==> src/rtl/wb_sram_512x32_ctrl.sv <==
// Wishbone classic slave bridging a 2 KB window onto a 512x32 single-port SRAM
// with active-low enables. Writes ack after one cycle, reads after two.
//
// state | meaning
// IDLE  | waiting for a request; SRAM strobed here on a window hit
// RD    | SRAM read issued, capture ram_q if the cycle is still open
// RESP  | ack or err is high this cycle; no new request accepted
module wb_sram_512x32_ctrl #(
  parameter logic [31:0] BASE_ADR = 32'h0100_0000,
  parameter logic [31:0] ADR_MASK = 32'hFFFF_F800
) (
  input  logic        clk,
  input  logic        resetn,
  input  logic        wb_cyc_i,
  input  logic        wb_stb_i,
  input  logic        wb_we_i,
  input  logic [3:0]  wb_sel_i,
  input  logic [31:0] wb_adr_i,
  input  logic [31:0] wb_dat_i,
  output logic [31:0] wb_dat_o,
  output logic        wb_ack_o,
  output logic        wb_err_o,
  output logic        ram_cen,
  output logic        ram_gwen,
  output logic [3:0]  ram_wen,
  output logic [8:0]  ram_a,
  output logic [31:0] ram_d,
  input  logic [31:0] ram_q
);

  localparam logic [1:0] IDLE = 2'd0;
  localparam logic [1:0] RD   = 2'd1;
  localparam logic [1:0] RESP = 2'd2;

  logic [1:0]  state_q, state_d;
  logic        ack_q, ack_d;
  logic        err_q, err_d;
  logic [31:0] dat_q, dat_d;
  logic        req;
  logic        hit;
  logic        accept;

  assign req    = wb_cyc_i & wb_stb_i;
  assign hit    = ((wb_adr_i & ADR_MASK) == (BASE_ADR & ADR_MASK));
  assign accept = (state_q == IDLE) & req & hit;

  assign ram_a = wb_adr_i[10:2];
  assign ram_d = wb_dat_i;

  // SRAM strobes are gated by resetn so nothing is written while in reset.
  always_comb begin
    ram_cen  = 1'b1;
    ram_gwen = 1'b1;
    ram_wen  = 4'hF;
    if (resetn && accept) begin
      ram_cen = 1'b0;
      if (wb_we_i) begin
        ram_gwen = (wb_sel_i == 4'h0);
        ram_wen  = ~wb_sel_i;
      end
    end
  end

  always_comb begin
    state_d = state_q;
    ack_d   = 1'b0;
    err_d   = 1'b0;
    dat_d   = dat_q;
    case (state_q)
      IDLE: begin
        if (req && hit) begin
          if (wb_we_i) begin
            state_d = RESP;
            ack_d   = 1'b1;
          end else begin
            state_d = RD;
          end
        end else if (req) begin
          state_d = RESP;
          err_d   = 1'b1;
        end
      end
      RD: begin
        if (wb_cyc_i) begin
          state_d = RESP;
          ack_d   = 1'b1;
          dat_d   = ram_q;
        end else begin
          state_d = IDLE;
        end
      end
      RESP:    state_d = IDLE;
      default: state_d = IDLE;
    endcase
  end

  always_ff @(posedge clk or negedge resetn) begin
    if (!resetn) begin
      state_q <= IDLE;
      ack_q   <= 1'b0;
      err_q   <= 1'b0;
      dat_q   <= 32'h0;
    end else begin
      state_q <= state_d;
      ack_q   <= ack_d;
      err_q   <= err_d;
      dat_q   <= dat_d;
    end
  end

  assign wb_dat_o = dat_q;
  assign wb_ack_o = ack_q;
  assign wb_err_o = err_q;

endmodule

==> config.mk <==
export PLATFORM = sky130hd
export DESIGN_NAME = wb_sram_512x32_ctrl
export DESIGN_NICKNAME = d
export VERILOG_FILES = /design/src/rtl/wb_sram_512x32_ctrl.sv
export SDC_FILE = /design/constraint.sdc
export NUM_CORES = 1
export LEC_CHECK = 0
export CAP_MARGIN = 40
export CORE_MARGIN = 1
export CORE_UTILIZATION = 32
export DETAILED_ROUTE_END_ITERATION = 8
export GPL_TIMING_DRIVEN = 1
export HOLD_SLACK_MARGIN = 0.12
export PLACE_DENSITY = 0.95
export SKIP_LAST_GASP = 1
export SLEW_MARGIN = 5
export SYNTH_ARGS = -nofsm -noshare
export SYNTH_HDL_FRONTEND = slang
export SYNTH_SLANG_ARGS = --single-unit
==> constraint.sdc <==
create_clock -name clk -period 1.92 [get_ports clk]
set_input_delay 0.192 -clock clk [delete_from_list [all_inputs] [get_ports clk]]
set_output_delay 0.192 -clock clk [all_outputs]
set_load 0.005 [all_outputs]
[Word level (Yosys, flattened, before mapping)]
Index checks and enable logic that the tools add are counted.
Word-level totals
  flip-flop bits (word level): 36
  input bits: 105
Operators by class
  equal/unequal tests: 3
  muxes and demuxes: 17
  bitwise gates (word level): 4
  reduce and logical (&&, ||, !) cells: 5
Operator list (number)
  $eq 21x14->1 const B: 1
  $mux 1: 9
  $mux 2: 4
  $mux 4: 2
  $logic_not 4->1: 1
  $not 4->4: 1
  $pmux 2 s2: 1
  $and 1x1->1: 3
  $ne 3x2->1 const B: 1
  $eq 2x1->1 const B: 1
  $logic_and 1x1->1: 2
  $logic_not 2->1: 1
  $pmux 1 s2: 1
  $reduce_and 2->1: 1

[Logic depth before layout (Yosys ltp)]
Gate-level depths: netlist of the first run.
  word-level depth: 5
  depth in mapped cells: 4

[Least setup slack after synthesis of the first run]
Ideal clock, no wire load.
  kind: register -> register
  from: register state_q[1]
  to: register dat_q[1], in the netlist wb_dat_o[1]
  setup time: 0.127 ns
  data arrival time: 1.062 ns
  data required time: 1.793 ns
  slack: 0.731 ns
  stages on the path, launching flop included: 5
  period minus slack after synthesis: 1.189 ns
  cells stage by stage: dfrtp_1 nor2b_2 nand2_2 buf_6 mux2_1
Between the ends
  cells in the longest elaborated chain, start to end: 2
Ends and longest elaborated chain
  start: declaration: RTL line 35  | logic [1:0] state_q, state_d;
  start signal: assignment: RTL line 104  | state_q <= state_d;
  $eq 2x1->1: RTL line 69  | case (state_q)
  $reduce_and 2->1 (no line)
  end signal: assignment: RTL line 107  | dat_q <= dat_d;
  end: declaration: RTL line 38  | logic [31:0] dat_q, dat_d;
Every way passes these cells.
A chain may end at the register's enable or synchronous reset.

[Worst setup path in the final report of the first run]
  from: input port wb_adr_i[25]
  to: output port ram_gwen
Between the ends
  cells in the longest elaborated chain, start to end: 4
Ends and longest elaborated chain
  start: declaration: RTL line 18  | input logic [31:0] wb_adr_i,
  $eq 21x14->1: RTL line 44  | assign hit = ((wb_adr_i & ADR_MASK) == (BASE_ADR & ADR_MASK));
  $and 1x1->1: RTL line 45  | assign accept = (state_q == IDLE) & req & hit;
  $logic_and 1x1->1: RTL line 55  | if (resetn && accept) begin
  $mux 1: RTL line 55
  end: declaration: RTL line 24  | output logic ram_gwen,
Every way passes these cells.

==> results.json, run 1 <==
{
  "final_util_pct": 50.72,
  "path_class": "in -> out",
  "fin_nets": 322,
  "async_reset_ff_share_pct": 100.0,
  "clk_latency_ns": 0.28,
  "drcViolationCount": 0,
  "h-tree-depth": 2,
  "finalSetupViolCount": 0,
  "hold_depth": 4,
  "max_freq_mhz": 542.3,
  "synth_ff_type": "dfrtp_1",
  "grt_pass1_vias": 1353,
  "dp_cells": 279,
  "rows": 27,
  "hold_path.class": "in -> reg",
  "synth_top_family_by_area": "multiplexers",
  "yosys-top-cells-count": "buf_4 (42), dfrtp_1 (36), mux2_2 (29)",
  "synth.most_common_cell": "buf_4",
  "overflow": 0,
  "synthAdderAreaFrac_pct": 0,
  "start_kind": "input pin",
  "syn_area_um2": 1837,
  "netlist_top_cells_area": "dfrtp_1 (49%), mux2_2 (18%), buf_4 (17%)",
  "synth-compound-area-share_pct": 1.294,
  "cts_sinks": 36,
  "cp-end-kind": "output port",
  "synth.area.mux_share_pct": 19.62,
  "timing.hold.ws_ns": 0.3239,
  "p_leak_nw": 1.264,
  "required_ns": 1.73,
  "syn_to_final_growth_pct": 52.04,
  "ys_types": 23,
  "powerDensity_nw_per_um2": 534.9,
  "fin_crit_ns": 1.844,
  "worst_ep_arrival_time_ns": 1.65,
  "synthSimpleGateAreaFrac_pct": 10.76,
  "start_util_pct": 33.36,
  "routed_wl_um": 4151,
  "tightest_slew_ns": 0.4389,
  "path_clk_slew_ns": 0.07,
  "core_um2": 5507,
  "cts_buffers": 5,
  "slew_headroom_pct": 70.74,
  "status": "finished clean",
  "ys_ff_latch": 36,
  "hold_violations": 0,
  "detail_route.wl_per_cell_um": 14.36,
  "antenna_found_initial": 0,
  "stdcell_count": 289,
  "fin_crit_sh_pct": 96.04,
  "grt_pass1_wl_um": 6644,
  "fin_skew_ns": 0.005883,
  "path_max_fanout": 5,
  "clockBufferDepth": 2,
  "via_per_inst": 4.599,
  "drive_above_1_share_pct": 26.73,
  "die-height_um": 77.76,
  "max_cap_violations": 0,
  "slew_violations": 0,
  "drtIter0Drc": 17,
  "ant_nets": 0,
  "gp_congestion": 0.7197,
  "cts_tree": "yes",
  "n_antenna_cell": 0,
  "yosys_warnings": 0,
  "syn_inst": 143,
  "synth_edf_count": 0,
  "yosysSeqAreaShare_pct": 49.05,
  "power.total_mw": 1.494,
  "worst-r2r-cell-count": 4,
  "synthesis.nets": 248,
  "die_area_um2": 6047,
  "vias": 1329,
  "vdd_drop_max_v": 0.0002289,
  "grt_max_degree": 37,
  "ioPinCount": 186,
  "synth_xor_area_share_pct": 0,
  "fp.dieW_um": 77.76,
  "cts_root_buf": "clkbuf_8",
  "synth_top_area_cell": "dfrtp_1",
  "avgSynthCellArea_um2": 12.84,
  "grt_use_total_pct": 14.39,
  "rsz0062_at_grt": "no",
  "synth_top_area_share_pct": 49.05,
  "port_buffers": 101,
  "dr.pass1.iters": 4
}
## cell families (layout without fill, tap and decap cells)
logic type,after synthesis,in the layout
buffers and inverters,46,120
flip-flops,36,36
multiplexers,32,32
AND/OR/NAND/NOR,25,25
AO/OA/AOI/OAI,4,4
## flip-flops by register name, summed over array words and instances (netlist names)
name,flops
wb_err_o,1
wb_dat_o,32
state_q,2
wb_ack_o,1
## layout by cell type (no fill, tap or decap)
cell	instances
dlymetal6s2s_1	3
nor4b_2	1
dlygate4sd3_1	1
clkdlybuf4s15_1	3
clkbuf_8	7
and2_2	1
nand2_2	1
and4_4	1
nor4_4	2
nor4_2	1
and4bb_2	2
o21ai_0	2
nor2b_1	1
dfrtp_1	36
mux2_1	3
nor3_1	1
clkdlybuf4s50_1	91
buf_2	1
nand4_1	8
a31oi_1	1
nor2_1	2
a21boi_0	1
mux2_2	29
and4b_1	1
nand2_1	1
nor2b_2	1
buf_4	11
dlygate4sd2_1	3
or4_1	1
## path summary, 6_finish.rpt
path / start / endpoint / slack [ns]
worst max-delay path: wb_adr_i[25] / ram_gwen / 0.08
worst max register to register: state_q[1] / wb_dat_o[14] / 0.64
worst min-delay path: wb_adr_i[31] / wb_ack_o / 0.32
max in group asynchronous: resetn / wb_dat_o[7] / 1.06
worst min register to register: wb_dat_o[1] / wb_dat_o[1] / 0.49
min in group asynchronous: resetn / wb_dat_o[22] / 0.55
## routing by layer
layer | track usage [%] | vias to the layer above | routed length, um
li1 | - | 607 | -
met1 | 14.24 | 609 | 1399
met2 | 25.22 | 95 | 2156
met3 | 6.235 | 18 | 460
met4 | 7.736 | 0 | 134
met5 | 0 | - | 0
## per-stage QoR
step,worst slack (ns),setup TNS [ns],area (um2)
after floorplan,0.7309,0,1837
after global placement,-0.1736,-1.007,2646
after detailed placement,-0.2039,-1.166,2646
after CTS,0.01380,0,2764
after global routing,0.009921,0,2793
final,0.07598,0,2793
## repair_timing
| item | in CTS | in global routing |
|---|---|---|
| buffers inserted | 2 | 0 |
| gates resized for setup | 9 | 8 |
| cloned | 0 | 0 |
| setup endpoints to repair | 6 | 3 |
| hold buffers | 1 | 0 |
| pin swaps | 3 | 3 |
| hold endpoints to repair | 36 | 0 |
## final cells by class
class | count | area, um2
sequential | 36 | 900.9
multi-input combinational | 61 | 603.1
tap | 72 | 90.09
timing repair buffer | 113 | 1102
clock buffer | 7 | 96.34
fill | 500 | 2714
## power breakdown
part | internal, mW | switching (mW) | total, mW | leakage (nW)
clock network | 0.319 | 0.240 | 0.559 | 0.0503
registers | 0.761 | 0.00121 | 0.762 | 0.502
logic | 0.125 | 0.0484 | 0.173 | 0.712
total | 1.20 | 0.289 | 1.49 | 1.26
## critical path, stage by stage
cell             delay [ns]
clkdlybuf4s50_1        0.41
nor4b_2                0.32
and4_4                 0.30
buf_4                  0.12
nand4_1                0.09
clkdlybuf4s15_1        0.21
Power figures use the tool's default switching activity.
==> run 2: changes to the inputs <==
- ABC_AREA: default -> 1
- CORE_UTILIZATION: 32 -> 33
- SETUP_SLACK_MARGIN: default -> 0.15
==> results.json, run 2 <==
{
  "status": "finished clean",
  "syn_inst": 159,
  "synthesis.nets": 264,
  "gp_congestion": 0.7124,
  "path_class": "in -> reg",
  "setup_ws_ns": 0.1607,
  "overflow": 0,
  "path_clk_slew_ns": 0.06,
  "antenna_found_initial": 0,
  "path_max_fanout": 2,
  "slew_violations": 0,
  "r2r_start": "state_q[0]",
  "cts_buffers": 5,
  "start_util_pct": 34.72,
  "p_leak_nw": 1.603,
  "regArea_um2": 902.1,
  "fp.dieW_um": 78.81,
  "grt_use_total_pct": 14.79,
  "n_antenna_cell": 0,
  "fin_nets": 351,
  "grt_pass1_vias": 1489,
  "synth.most_common_cell": "buf_4",
  "required_ns": 2.12,
  "power.total_mw": 1.648,
  "fillers": 472,
  "tns_ns": 0,
  "cp-end-kind": "flip-flop",
  "vdd_drop_max_v": 0.0005098,
  "clockBufferDepth": 2,
  "fin_crit_ns": 1.759,
  "fin_crit_sh_pct": 91.63,
  "rows": 27,
  "ys_types": 18,
  "clk_latency_ns": 0.27,
  "vias": 1438,
  "holdPathEnd": "state_q[0]",
  "rsz0062_at_grt": "yes",
  "port_buffers": 101,
  "ant_nets": 0,
  "stdcell_area_um2": 3053,
  "ys_ff_latch": 36,
  "finalSetupViolCount": 0,
  "via_per_inst": 4.508,
  "syn_to_final_growth_pct": 56.81,
  "avgSynthCellArea_um2": 12.24,
  "powerDensity_nw_per_um2": 539.7,
  "netlist_top_cells_area": "dfrtp_1 (46%), mux2_4 (22%), buf_4 (16%)",
  "cts_root_buf": "clkbuf_8",
  "synth_top_area_cell": "dfrtp_1",
  "final_util_pct": 54.44,
  "layout_commonest_cell": "clkdlybuf4s50_1",
  "drtIter0Drc": 31,
  "max_freq_mhz": 568.4,
  "largest_reg_flops": 32,
  "timing.hold.ws_ns": 0.3446,
  "grt_max_degree": 37,
  "grt_pass1_wl_um": 7031,
  "yosys_warnings": 0,
  "die_area_um2": 6211,
  "stdcell_count": 319,
  "place_area_um2": 2779,
  "detail_route.wl_per_cell_um": 14.83,
  "max_cap_violations": 0,
  "ioPinCount": 186,
  "dr.pass1.iters": 4,
  "hold_depth": 5,
  "multi_input_area_um2": 695.7,
  "async_reset_ff_share_pct": 100.0,
  "hp-start": "wb_stb_i",
  "syn_area_um2": 1947,
  "h-tree-depth": 2,
  "cts_sinks": 36,
  "hold_path.class": "in -> reg",
  "final_cell_mix": "clkdlybuf4s50_1 (75), dfrtp_1 (35), mux2_4 (28), dlymetal6s2s_1 (17), buf_4 (16)",
  "hold_violations": 0,
  "post-dp-hpwl_um": 3464,
  "start_kind": "input pin",
  "routed_wl_um": 4732,
  "dp_cells": 295,
  "worst_ep_arrival_time_ns": 1.96,
  "die-height_um": 78.81,
  "tightest_slew_ns": 0.4310,
  "slew_headroom_pct": 71.27,
  "drcViolationCount": 0,
  "cts_tree": "yes",
  "worst-r2r-cell-count": 7,
  "synth_top_area_share_pct": 46.27,
  "reg2reg_to": "wb_ack_o",
  "drive_above_1_share_pct": 32.79,
  "place_ws_ns": -0.1380,
  "core_um2": 5608,
  "synth_ff_type": "dfrtp_1",
  "yosysSeqAreaShare_pct": 46.27,
  "yosys-top-cells-count": "buf_4 (41), dfrtp_1 (36), mux2_4 (28)",
  "synth_edf_count": 0,
  "r2r_setup_slack_ns": 0.62,
  "fin_skew_ns": 0.004019
}
==> run 2: timing repair <==
| action | 4_1_cts | 5_1_grt |
|---|---|---|
| resized for setup | 28 | 24 |
| setup endpoints to repair | 6 | 6 |
| buffers inserted | 11 | 4 |
| pin swaps | 7 | 20 |
| hold buffers | 1 | 0 |
| hold endpoints to repair | 36 | 0 |
==> run 2: layer usage <==
layer  part of all wire [%]  vias to the layer above  track usage, %  routed length, um
li1                       -                      654               -                  -
met1                     37                      692           15.77               1743
met2                     53                       66           26.78               2515
met3                    6.9                       26           4.138                328
met4                    3.1                        0           7.091                145
met5                      0                        -               0                  0
==> run 2: cells by family (layout without fill, tap and decap cells) <==
family	after synthesis	after routing	synth area share, %
compound gates	1	1	0.2568
buf+inv	51	139	18.89
flops	36	36	46.27
mux	32	32	23.91
simple gates	39	39	10.67
==> run 2: critical path, stage by stage <==
cell,delay (ns)
clkdlybuf4s50_1,0.47
nor2_1,0.04
nand2_1,0.07
nor2_2,0.05
buf_4,0.12
buf_4,0.12
buf_4,0.12
buf_4,0.12
buf_4,0.12
buf_4,0.12
buf_4,0.12
nand4_1,0.10
nand2_1,0.08
a21oi_2,0.13
==> run 2: layout make-up <==
type                            instances  share of cell area, %
Clock buffer                            6                  2.377
Clock inverter                          2                  1.148
Inverter                                7                 0.8607
Multi-Input combinational cell         72                  22.79
Sequential cell                        36                  29.55
Tap cell                               72                  2.951
Timing Repair Buffer                  124                  40.33
==> run 2: how the worst max path moves through the flow <==
stage,start,to,slack (ns)
6_report,wb_adr_i[14],state_q[1],0.16
5_1_grt,state_q[0],ram_wen[2],0.10
2_1_floorplan,state_q[1],wb_dat_o[12],0.76
3_5_place_dp,wb_adr_i[22],ram_wen[0],-0.14
4_1_cts,wb_adr_i[12],ram_wen[0],0.15
3_3_place_gp,wb_adr_i[12],ram_wen[0],-0.08
==> run 2: report_power, final <==
| part | internal (mW) | switching [mW] |
|---|---|---|
| sequential | 0.771 | 0.0150 |
| combinational | 0.142 | 0.0922 |
| clock | 0.385 | 0.242 |
==> run 3: changes to the inputs <==
- CTS_CLUSTER_SIZE: default -> 30
- RECOVER_POWER: default -> 25
==> results of run 3 <==
The final DEF is identical to that of run 2; final timing and power are the same.
